<file path="config.mk">
export PLATFORM = sky130hd
export DESIGN_NAME = window_fetch
export DESIGN_NICKNAME = d
export VERILOG_FILES = /design/src/rtl/window_fetch.sv
export SDC_FILE = /design/constraint.sdc
export NUM_CORES = 1
export LEC_CHECK = 0
export ABC_CLOCK_PERIOD_IN_PS = 4100
export CORE_AREA = 2 2 144 146
export DETAILED_ROUTE_END_ITERATION = 6
export DIE_AREA = 0 0 146 148
export PLACE_DENSITY_LB_ADDON = 0.08
export SLEW_MARGIN = 20
export SYNTH_ARGS = -nofsm -noshare
export SYNTH_HDL_FRONTEND = slang
export SYNTH_SLANG_ARGS = --single-unit
</file>
<file path="constraint.sdc">
create_clock -name clk -period 4.1 [get_ports clk]
set_clock_uncertainty 0.15 [all_clocks]
set_input_delay 0.615 -clock clk [delete_from_list [all_inputs] [get_ports clk]]
set_output_delay 0.615 -clock clk [all_outputs]
set_load 0.02 [all_outputs]
</file>
<file path="src/rtl/window_fetch.sv">
// 3x3 window fetcher: reads the nine neighbourhood pixels from a single-port
// synchronous RAM, zero-pads out-of-image positions, and presents the window with a done pulse.
module window_fetch #(
  parameter int unsigned          N   = 64,
  parameter int unsigned          AW  = 12,
  parameter int unsigned          DW  = 8,
  parameter logic [DW-1:0]        PAD = '0
) (
  input  logic                    clk,
  input  logic                    rst_n,
  input  logic                    start,
  input  logic [$clog2(N)-1:0]    i,
  input  logic [$clog2(N)-1:0]    j,
  input  logic [AW-1:0]           l0,
  input  logic [AW-1:0]           l1,
  input  logic [AW-1:0]           l2,
  input  logic [AW-1:0]           l3,
  input  logic [AW-1:0]           l4,
  input  logic [AW-1:0]           l5,
  input  logic [AW-1:0]           l6,
  input  logic [AW-1:0]           l7,
  input  logic [AW-1:0]           l8,
  output logic                    mem_rd,
  output logic [AW-1:0]           mem_addr,
  input  logic [DW-1:0]           mem_data,
  output logic                    busy,
  output logic                    done,
  output logic [DW-1:0]           p0,
  output logic [DW-1:0]           p1,
  output logic [DW-1:0]           p2,
  output logic [DW-1:0]           p3,
  output logic [DW-1:0]           p4,
  output logic [DW-1:0]           p5,
  output logic [DW-1:0]           p6,
  output logic [DW-1:0]           p7,
  output logic [DW-1:0]           p8
);

  localparam int unsigned IW = $clog2(N);

  typedef enum logic [1:0] {IDLE, READ, WAIT, DONE} state_t;

  state_t          state, state_d;
  logic [3:0]      idx;
  logic [8:0]      mask, new_mask;
  logic [AW-1:0]   lat_l [9];
  logic [DW-1:0]   win   [8];
  logic [DW-1:0]   p_q   [9];
  logic [AW-1:0]   l_in  [9];
  logic [2:0]      cap_slot;

  assign l_in = '{l0, l1, l2, l3, l4, l5, l6, l7, l8};

  // Data for the read issued at idx-1 arrives while idx is current
  assign cap_slot = 3'(idx - 4'd1);

  always_comb begin
    new_mask = '1;
    if (i == '0)          begin new_mask[0] = 1'b0; new_mask[1] = 1'b0; new_mask[2] = 1'b0; end
    if (i == IW'(N - 1))  begin new_mask[6] = 1'b0; new_mask[7] = 1'b0; new_mask[8] = 1'b0; end
    if (j == '0)          begin new_mask[0] = 1'b0; new_mask[3] = 1'b0; new_mask[6] = 1'b0; end
    if (j == IW'(N - 1))  begin new_mask[2] = 1'b0; new_mask[5] = 1'b0; new_mask[8] = 1'b0; end
  end

  always_comb begin
    state_d  = state;
    mem_rd   = 1'b0;
    mem_addr = '0;
    unique case (state)
      IDLE: if (start) state_d = READ;
      READ: begin
        mem_rd   = mask[idx];
        mem_addr = mask[idx] ? lat_l[idx] : '0;
        if (idx == 4'd8) state_d = WAIT;
      end
      WAIT:    state_d = DONE;
      DONE:    state_d = IDLE;
      default: state_d = IDLE;
    endcase
  end

  assign busy = (state != IDLE);
  assign done = (state == DONE);

  always_ff @(posedge clk or negedge rst_n) begin
    if (!rst_n) begin
      state <= IDLE;
      idx   <= '0;
      mask  <= '0;
      for (int unsigned k = 0; k < 9; k++) begin
        lat_l[k] <= '0;
        p_q[k]   <= '0;
      end
      for (int unsigned k = 0; k < 8; k++) win[k] <= '0;
    end else begin
      state <= state_d;
      unique case (state)
        IDLE: if (start) begin
          idx   <= '0;
          mask  <= new_mask;
          lat_l <= l_in;
        end
        READ: begin
          idx <= idx + 4'd1;
          if (idx != '0) win[cap_slot] <= mask[cap_slot] ? mem_data : PAD;
        end
        WAIT: begin
          // Slot 8 bypasses win and lands directly in the output register
          for (int unsigned k = 0; k < 8; k++) p_q[k] <= win[k];
          p_q[8] <= mask[8] ? mem_data : PAD;
        end
        default: ;
      endcase
    end
  end

  assign p0 = p_q[0];
  assign p1 = p_q[1];
  assign p2 = p_q[2];
  assign p3 = p_q[3];
  assign p4 = p_q[4];
  assign p5 = p_q[5];
  assign p6 = p_q[6];
  assign p7 = p_q[7];
  assign p8 = p_q[8];

endmodule

</file>
# Word-level counts from Yosys, hierarchy flattened
# Index checks and enable logic that the tools add are counted.
# totals
reg_bits,259
output_inout_bits,87
# classes
add_sub_neg,2
n_lt_le_gt_ge,5
eq_ne,8
muxes,28
bitwise,2
n_reduce_logical,11
# ops
cell,count
bitwise mux 64 bit,1
binary-select mux 12 bit (select 4 bit),1
two-way mux 12 bit,4
demux 8 bit (select 3 bit),1
two-way mux 8 bit,3
"equality test 6 bit, second input constant",2
zero test 6 bit,2
two-way mux 1 bit,9
one-hot mux 2 bit (4 select lines),1
one-hot mux 4 bit (2 select lines),1
AND reduction 2 bit,4
two-way mux 3 bit,2
">= comparator 5 bit, second input constant",1
"< comparator 3 x 5 -> 1 bit, second input constant",1
"< comparator 4 x 5 -> 1 bit, second input constant",1
NOT 4 -> 5 bit,1
"adder 4 x 1 -> 4 bit, second input constant",1
binary-select mux 1 bit (select 4 bit),1
"equality test 2 bit, second input constant",2
"equality test 4 bit, second input constant",1
">= comparator 4 bit, second input constant",1
"< comparator 4 x 1 -> 1 bit, second input constant",1
two-way mux 2 bit,2
two-way mux 4 bit,1
other kinds (9),11

# Longest topological paths before layout
# Gate-level depths: netlist of run 1.
# depth
ltp_word,7
mapped_depth,9
ltp_nobuf,6

# Worst setup path after synthesis of run 1
# No wires, ideal clock.
# synth_path
kind,flip-flop to output port
startpoint,register idx[0]
endpoint,output mem_addr[8]
t_arrival_ps,1848
required_time_ps,3335
setup_slack_ps,1487
stages_incl_launch_ff,6
path_cell_list,dfrtp_1 > buf_6 > nor4b_2 > clkbuf_1 > a222oi_1 > nor3b_1
# synth_via
elab_chain_cells,6
# synth_lines
element,line,text
start: declaration,44,logic [3:0] idx;
start signal: assignment,104,idx <= idx + 4'd1;
NOT 4 -> 5 bit (implied by the code),73,mem_addr = mask[idx] ? lat_l[idx] : '0;
binary-select mux 12 bit (select 4 bit),73,
two-way mux 12 bit (implied by the code) (2 in a row),73,
two-way mux 12 bit *,73,
two-way mux 12 bit *,69,unique case (state)
end: declaration,24,"output logic [AW-1:0] mem_addr,"
# Every way passes the cells marked *; elsewhere a longest branch is shown, timed or not. The select of a mux whose other input is x is not followed.

# Final worst setup path of run 1
# layout_path
startpoint,register idx[0]
endpoint,output mem_addr[5]
# The elaborated chain is that of the path after synthesis.

==> metrics.md, run 1 <==
| Metric | Value |
|---|---|
| Slowest stage delay, CP | `0.58 ns` |
| Worst Setup End Kind | `primary output` |
| Fin util | `70.54%` |
| Share of the yosys chip area belonging to registers | `60.00%` |
| PwrDens | `807.0 nW/µm²` |
| Post-synth net total | `919` |
| RSZ-0062 raised after global routing | `false` |
| Dpl ws | `0.9040 ns` |
| ANT nets after route | `0` |
| Hold_buf cts | `1` |
| Initial Utilization | `53.90%` |
| Placer Congestion | `0.8398` |
| Antenna violations before repair | `2` |
| Max H-tree Level | `1` |
| Initial drt markers | `364` |
| Synthesized cell area | `10,800 µm²` |
| Slew Viols, Final | `0` |
| Final HPWL DP | `17.83 mm` |
| Share of cells above drive strength 1 | `26.01%` |
| Grt met3 use | `5.494%` |
| Sink Count | `259` |
| Synth cell types | `42` |
| Largest net degree at the start of global routing | `98` |
| # IOs | `218` |
| Mean post-synth cell area | `13.81 µm²` |
| Type of origin of the critical path | `flop` |
| Most Crowded Layer GR | `met2` |
| Cells after DPL | `1,234` |
| TritonCTS buffer count | `26` |
| Most common cell after layout, fill and taps aside | `dfrtp_1` |
| Synth Register Bits | `259` |
| Global Route Usage Sum | `23.70%` |
| DR WL/cell | `19.71 µm` |
| Relative slew slack | `32.88%` |
| Syn. warnings | `0` |
| CTS Root Cell | `clkbuf_16` |
| Worst hold margin | `0.3298 ns` |
| Worst Slack Setup Final | `0.3171 ns` |
| Post-DP Area | `13,260 µm²` |
| Post-CTS sizing | `0` |
| Vert. Die Dim | `148 µm` |
| Setup TNS Final | `0 ns` |
| Filler cell count | `1,513` |
| CTS tree | `built` |
| Total global routing overflow | `0` |
| Clock-pin transition on the worst setup and hold timing paths | `0.06 ns` |
| CP arrival | `3.02 ns` |
| Cells after Synth | `782` |
| Fin. Hold Viols | `0` |
| Vias in the first global route | `7,285` |
| Port bufs | `217` |
| Most frequent cells in the layout | `dfrtp_1 (257), clkdlybuf4s50_1 (216), mux2_2 (173), nand2_1 (70), o21ai_0 (50)` |
| Worst-path cell chain | `buf_12, mux4_2, a222oi_1, nor3b_1, clkdlybuf4s50_1` |
| DRC errors left | `7` |
| Postcts setup bufs | `0` |
| Fmax achieved | `264.3 MHz` |
| Vias after detailed routing | `6,991` |
| # rows | `52` |
| Syn-to-layout area delta | `30.87%` |
| Layout Cells excl Fill | `1,283` |
| Largest area contributor in the netlist | `dfrtp_1` |
| Fin area | `14,140 µm²` |
| Core footprint | `20,040 µm²` |
| First-pass GRT wire length | `39.82 mm` |
| DRT Wirelength | `25.28 mm` |
| Drt pass-1 iters | `7` |
| CP required | `3.34 ns` |
| Tcrit/Tclk final | `92.27%` |
| Status | `finished, violations left` |
| Worst VDD drop | `0.0003879 V` |
| Worst-path fanout max | `26` |
| Met1 Usage GRT | `29.16%` |
| Min-Delay Path Class | `flop to flop` |
| Synth area leaders | `dfrtp_1 (60%), mux2_2 (18%), mux4_2 (5.6%), nand2_1 (2.5%), o21ai_0 (2.3%)` |
| CTS Buffer Depth | `3` |
| Clock Latency Late Sink | `0.52 ns` |
| Nets@finish | `1,131` |
| Vias per Instance | `5.449` |
| Setup violations, final | `0` |
| Worst Setup Path Type | `flop to primary output` |
| Worst-Margin Slew | `1.007 ns` |
| Met2 Resource Use GR | `42.45%` |
| Die extent in x | `146 µm` |
| Die area | `21,610 µm²` |
| Slowest-stage cell, CP | `dfrtp_2` |
| Leak | `6.083 nW` |
| Max-cap violations | `0` |
| Top cell type's share of synthesized area | `60.00%` |
| Failing checks | `design-rule violations` |
| Period minus WS final | `3.783 ns` |
| Tot Pwr | `11.41 mW` |
## report_power, final
| part | total [mW] | internal [mW] | switching (mW) |
|---|---|---|---|
| sequential | 4.57 | 3.73 | 0.840 |
| clock | 2.30 | 1.37 | 0.931 |
| combinational | 4.53 | 2.41 | 2.12 |
| total | 11.4 | 7.52 | 3.89 |
## synthesized netlist by cell type (all sizes together)
master / count
mux4: 27
o21ai: 71
o31ai: 4
o211ai: 2
or2: 1
nor2: 5
xor2: 1
nor2b: 4
or4: 2
a21oi: 1
and3b: 1
inv: 30
mux2: 174
a222oi: 12
nor4b: 1
nor3b: 12
a2bb2oi: 1
or3: 1
mux2i: 11
clkbuf: 20
nand3: 19
o2111ai: 2
nand2b: 2
nand2: 73
a22o: 2
nand4: 2
a32oi: 1
dfrtp: 259
nor3: 4
a31oi: 1
buf: 27
ha: 6
a21o: 1
and3: 1
xnor2: 1
## layout make-up
type / count / area, µm² / share of cell area, %
flip-flops and latches: 259 / 6484 / 45.87
clock buffers: 40 / 784.5 / 5.550
repair buffers: 231 / 2335 / 16.52
well taps: 270 / 337.8 / 2.390
diodes: 2 / 5.005 / 0.03540
inverters: 30 / 112.6 / 0.7966
clock inverters: 5 / 53.80 / 0.3806
multi-input cells: 446 / 4024 / 28.47
## worst paths after layout
| check | startpoint | end | slack (ns) | depth (start not counted) |
|---|---|---|---|---|
| max | idx[0] | mem_addr[5] | 0.32 | 5 |
| min | win[43] | win[43] | 0.33 | 2 |
| max reg2reg | idx[0] | win[18] | 1.38 | 6 |
| min reg2reg | win[43] | win[43] | 0.33 | 2 |
| max in group asynchronous | rst_n | lat_l[56] | 2.30 | 3 |
| min in group asynchronous | rst_n | p3[3] | 0.55 | 2 |
## registers in the layout, summed over array words and instances (netlist names)
| signal | cells |
|---|---|
| p1 | 8 |
| p4 | 8 |
| p7 | 8 |
| p8 | 8 |
| p2 | 8 |
| win | 64 |
| lat_l | 108 |
| p5 | 8 |
| p0 | 8 |
| mask | 9 |
| state | 2 |
| idx | 4 |
| p6 | 8 |
| p3 | 8 |
## logic make-up after synthesis
family                     count (synthesis)  synth area share [%]
xor gates and xnor gates                   2                0.1622
buffers and inverters                     77                 3.046
muxes                                    212                 24.82
and+or+nand+nor                          128                 5.792
AOI/OAI and AO/OA                         98                 5.479
adders and majority gates                  6                0.6950
DFF                                      259                 60.00
## critical path: cells and delay by family (launching register included)
family                 cells  cell delay [ns]
buffers and inverters      2             0.83
and+or+nand+nor            1             0.11
muxes                      1             0.52
AOI/OAI and AO/OA          1             0.44
DFF                        1             0.58
## per-layer routing
layer  vias up  share of wire [%]
li1       3223                  -
met1      3497                 39
met4         0                2.4
met3        43                6.3
met2       228                 53
met5         -                  0
(Power assumes the default switching activity.)
==> run 2, diff against run 1 <==
--- a/config.mk
+++ b/config.mk
@@ -5,7 +5,6 @@
 export SDC_FILE = /design/constraint.sdc
 export NUM_CORES = 1
 export LEC_CHECK = 0
-export ABC_CLOCK_PERIOD_IN_PS = 4100
 export CORE_AREA = 2 2 144 146
 export DETAILED_ROUTE_END_ITERATION = 6
 export DIE_AREA = 0 0 146 148
==> results of run 2 <==
Final layout, timing and power as in run 1 (identical DEF).
==> run 3, diff against run 2 <==
--- a/config.mk
+++ b/config.mk
@@ -9,7 +9,7 @@
 export DETAILED_ROUTE_END_ITERATION = 6
 export DIE_AREA = 0 0 146 148
 export PLACE_DENSITY_LB_ADDON = 0.08
-export SLEW_MARGIN = 20
+export SLEW_MARGIN = 10
 export SYNTH_ARGS = -nofsm -noshare
 export SYNTH_HDL_FRONTEND = slang
 export SYNTH_SLANG_ARGS = --single-unit
==> constraint.sdc (replaced) <==
create_clock -name clk -period 4.49 [get_ports clk]
set_clock_uncertainty 0.15 [all_clocks]
set_input_delay 0.6735 -clock clk [delete_from_list [all_inputs] [get_ports clk]]
set_output_delay 0.6735 -clock clk [all_outputs]
set_load 0.02 [all_outputs]
==> run 3 against run 2 <==
  * The run now ends clean
  * Total power is 8.0% lower
  * Combinational power fell by 9.9%
  * Clock power decreased by 3%
  * Sequential power shrank 8.3%
  * Cell area about the same
  * Worst setup slack better by 0.11 ns
  * Core utilization down 0.063 points
  * Final cell count is 0.47% lower
==> metrics.md, run 3 (same netlist as run 1, synthesis figures left out) <==
| Metric | Value |
|---|---|
| Top delay family on crit path | `simple AND/OR/NAND/NOR gates` |
| Number of flip-flops in the largest register | `108` |
| Worst-path fanout max | `12` |
| Global Route Usage Sum | `23.57%` |
| Clock-pin transition on the worst setup and hold timing paths | `0.07 ns` |
| Postcts setup bufs | `0` |
| DR WL/cell | `19.50 µm` |
| Worst Setup Path Type | `flop to primary output` |
| Layout Cells excl Fill | `1,277` |
| CTS Buffer Depth | `3` |
| Sink Count | `259` |
| Drt pass-1 iters | `6` |
| Tcrit/Tclk final | `90.60%` |
| Vert. Die Dim | `148 µm` |
| Slowest stage delay, CP | `0.80 ns` |
| Initial drt markers | `408` |
| Leak | `6.085 nW` |
| Ant. Diodes | `0` |
| Area of the multi-input gates | `4011 µm²` |
| Dpl ws | `1.046 ns` |
| Worst-path cell chain | `inv_1, nor2_1, a222oi_1, nor3b_1, clkdlybuf4s50_1` |
| PwrDens | `743.4 nW/µm²` |
| Most common cell after layout, fill and taps aside | `dfrtp_1` |
| CP arrival | `3.24 ns` |
| Tot Pwr | `10.50 mW` |
| Max-cap violations | `0` |
| RSZ-0062 raised after global routing | `false` |
| Type of origin of the critical path | `flop` |
| # IOs | `218` |
| Top reg by flops | `lat_l` |
| Worst hold margin | `0.1206 ns` |
| Vias in the first global route | `7,363` |
| Setup TNS Final | `0 ns` |
| ANT nets after route | `0` |
| Fin. Hold Viols | `0` |
| Worst Slack Setup Final | `0.4223 ns` |
| # rows | `52` |
| Final HPWL DP | `17.56 mm` |
| Share of cells above drive strength 1 | `26.02%` |
| Setup violations, final | `0` |
| Fin util | `70.48%` |
| Fin area | `14,120 µm²` |
| CP bufs+invs | `2` |
| Slowest-stage cell, CP | `nor2_1` |
| Worst-Margin Slew | `1.102 ns` |
| Worst VDD drop | `0.0003996 V` |
| Status | `complete, no violations` |
| Period minus WS final | `4.068 ns` |
| CP required | `3.67 ns` |
| TritonCTS buffer count | `26` |
| Clock Latency Late Sink | `0.53 ns` |
| Antenna violations before repair | `0` |
| Largest net degree at the start of global routing | `131` |
| Min-Delay Path Class | `primary input to async pin` |
| Most frequent cells in the layout | `dfrtp_1 (257), clkdlybuf4s50_1 (216), mux2_2 (173), nand2_1 (70), o21ai_0 (50)` |
| Biggest regs | `lat_l: 108 flops, win: 64 flops, mask: 9 flops` |
| Port bufs | `217` |
| CTS Root Cell | `clkbuf_16` |
| Nets@finish | `1,126` |
| Vias per Instance | `5.449` |
| Total global routing overflow | `0` |
| Post-DP Area | `13,230 µm²` |
| Core footprint | `20,040 µm²` |
| Register Area | `6484 µm²` |
| First-pass GRT wire length | `39.87 mm` |
| Die extent in x | `146 µm` |
| Vias after detailed routing | `6,959` |
| DRC errors left | `0` |
| Post-CTS sizing | `0` |
| Relative slew slack | `26.22%` |
| Syn-to-layout area delta | `30.75%` |
| Max H-tree Level | `1` |
| Initial Utilization | `53.90%` |
| DRT Wirelength | `24.90 mm` |
| Hold_buf cts | `0` |
| Slew Viols, Final | `0` |
| Worst Setup End Kind | `primary output` |
| Fmax achieved | `245.8 MHz` |
| Die area | `21,610 µm²` |
| Filler cell count | `1,422` |
| Placer Congestion | `0.8942` |
| CTS tree | `built` |
| Cells after DPL | `1,231` |
-- run 3: path summary, 6_finish.rpt --
check,from,end,slack [ns],cells after the start
setup / recovery,idx[1],mem_addr[0],0.42,5
hold / removal,rst_n,win[62],0.12,1
setup reg to reg,idx[0],win[9],1.58,6
hold reg to reg,win[26],win[26],0.33,2
max in group asynchronous,rst_n,lat_l[49],3.14,2
min in group clk,win[26],win[26],0.33,2
-- run 3: layout make-up --
type | count | area share, %
clock buffer | 33 | 5.076
clock inverter | 13 | 1.267
inverter | 30 | 0.7973
multi-input combinational | 446 | 28.40
sequential | 259 | 45.91
tap | 270 | 2.392
timing repair buffer | 226 | 16.16
-- run 3: worst register-to-register path, cell delays in order (launching register included) --
cell and delay, ns:
dfrtp_2 0.74, inv_1 0.21, ha_1 0.45, mux4_2 0.33, mux2_4 0.38, nand2_1 0.34, o21ai_0 0.15
-- run 3: report_power, final --
group	total [mW]	internal, mW	switching, mW
clock	2.23	1.36	0.877
sequential	4.19	3.41	0.777
combinational	4.08	2.18	1.90
-- run 3: metal layers --
metal	share of wire, %	track usage (%)	vias up
met2	51	41.51	205
met3	6.7	5.216	43
li1	-	-	3213
met1	39	29.06	3498
met4	3.2	7.961	0
met5	0	0	-
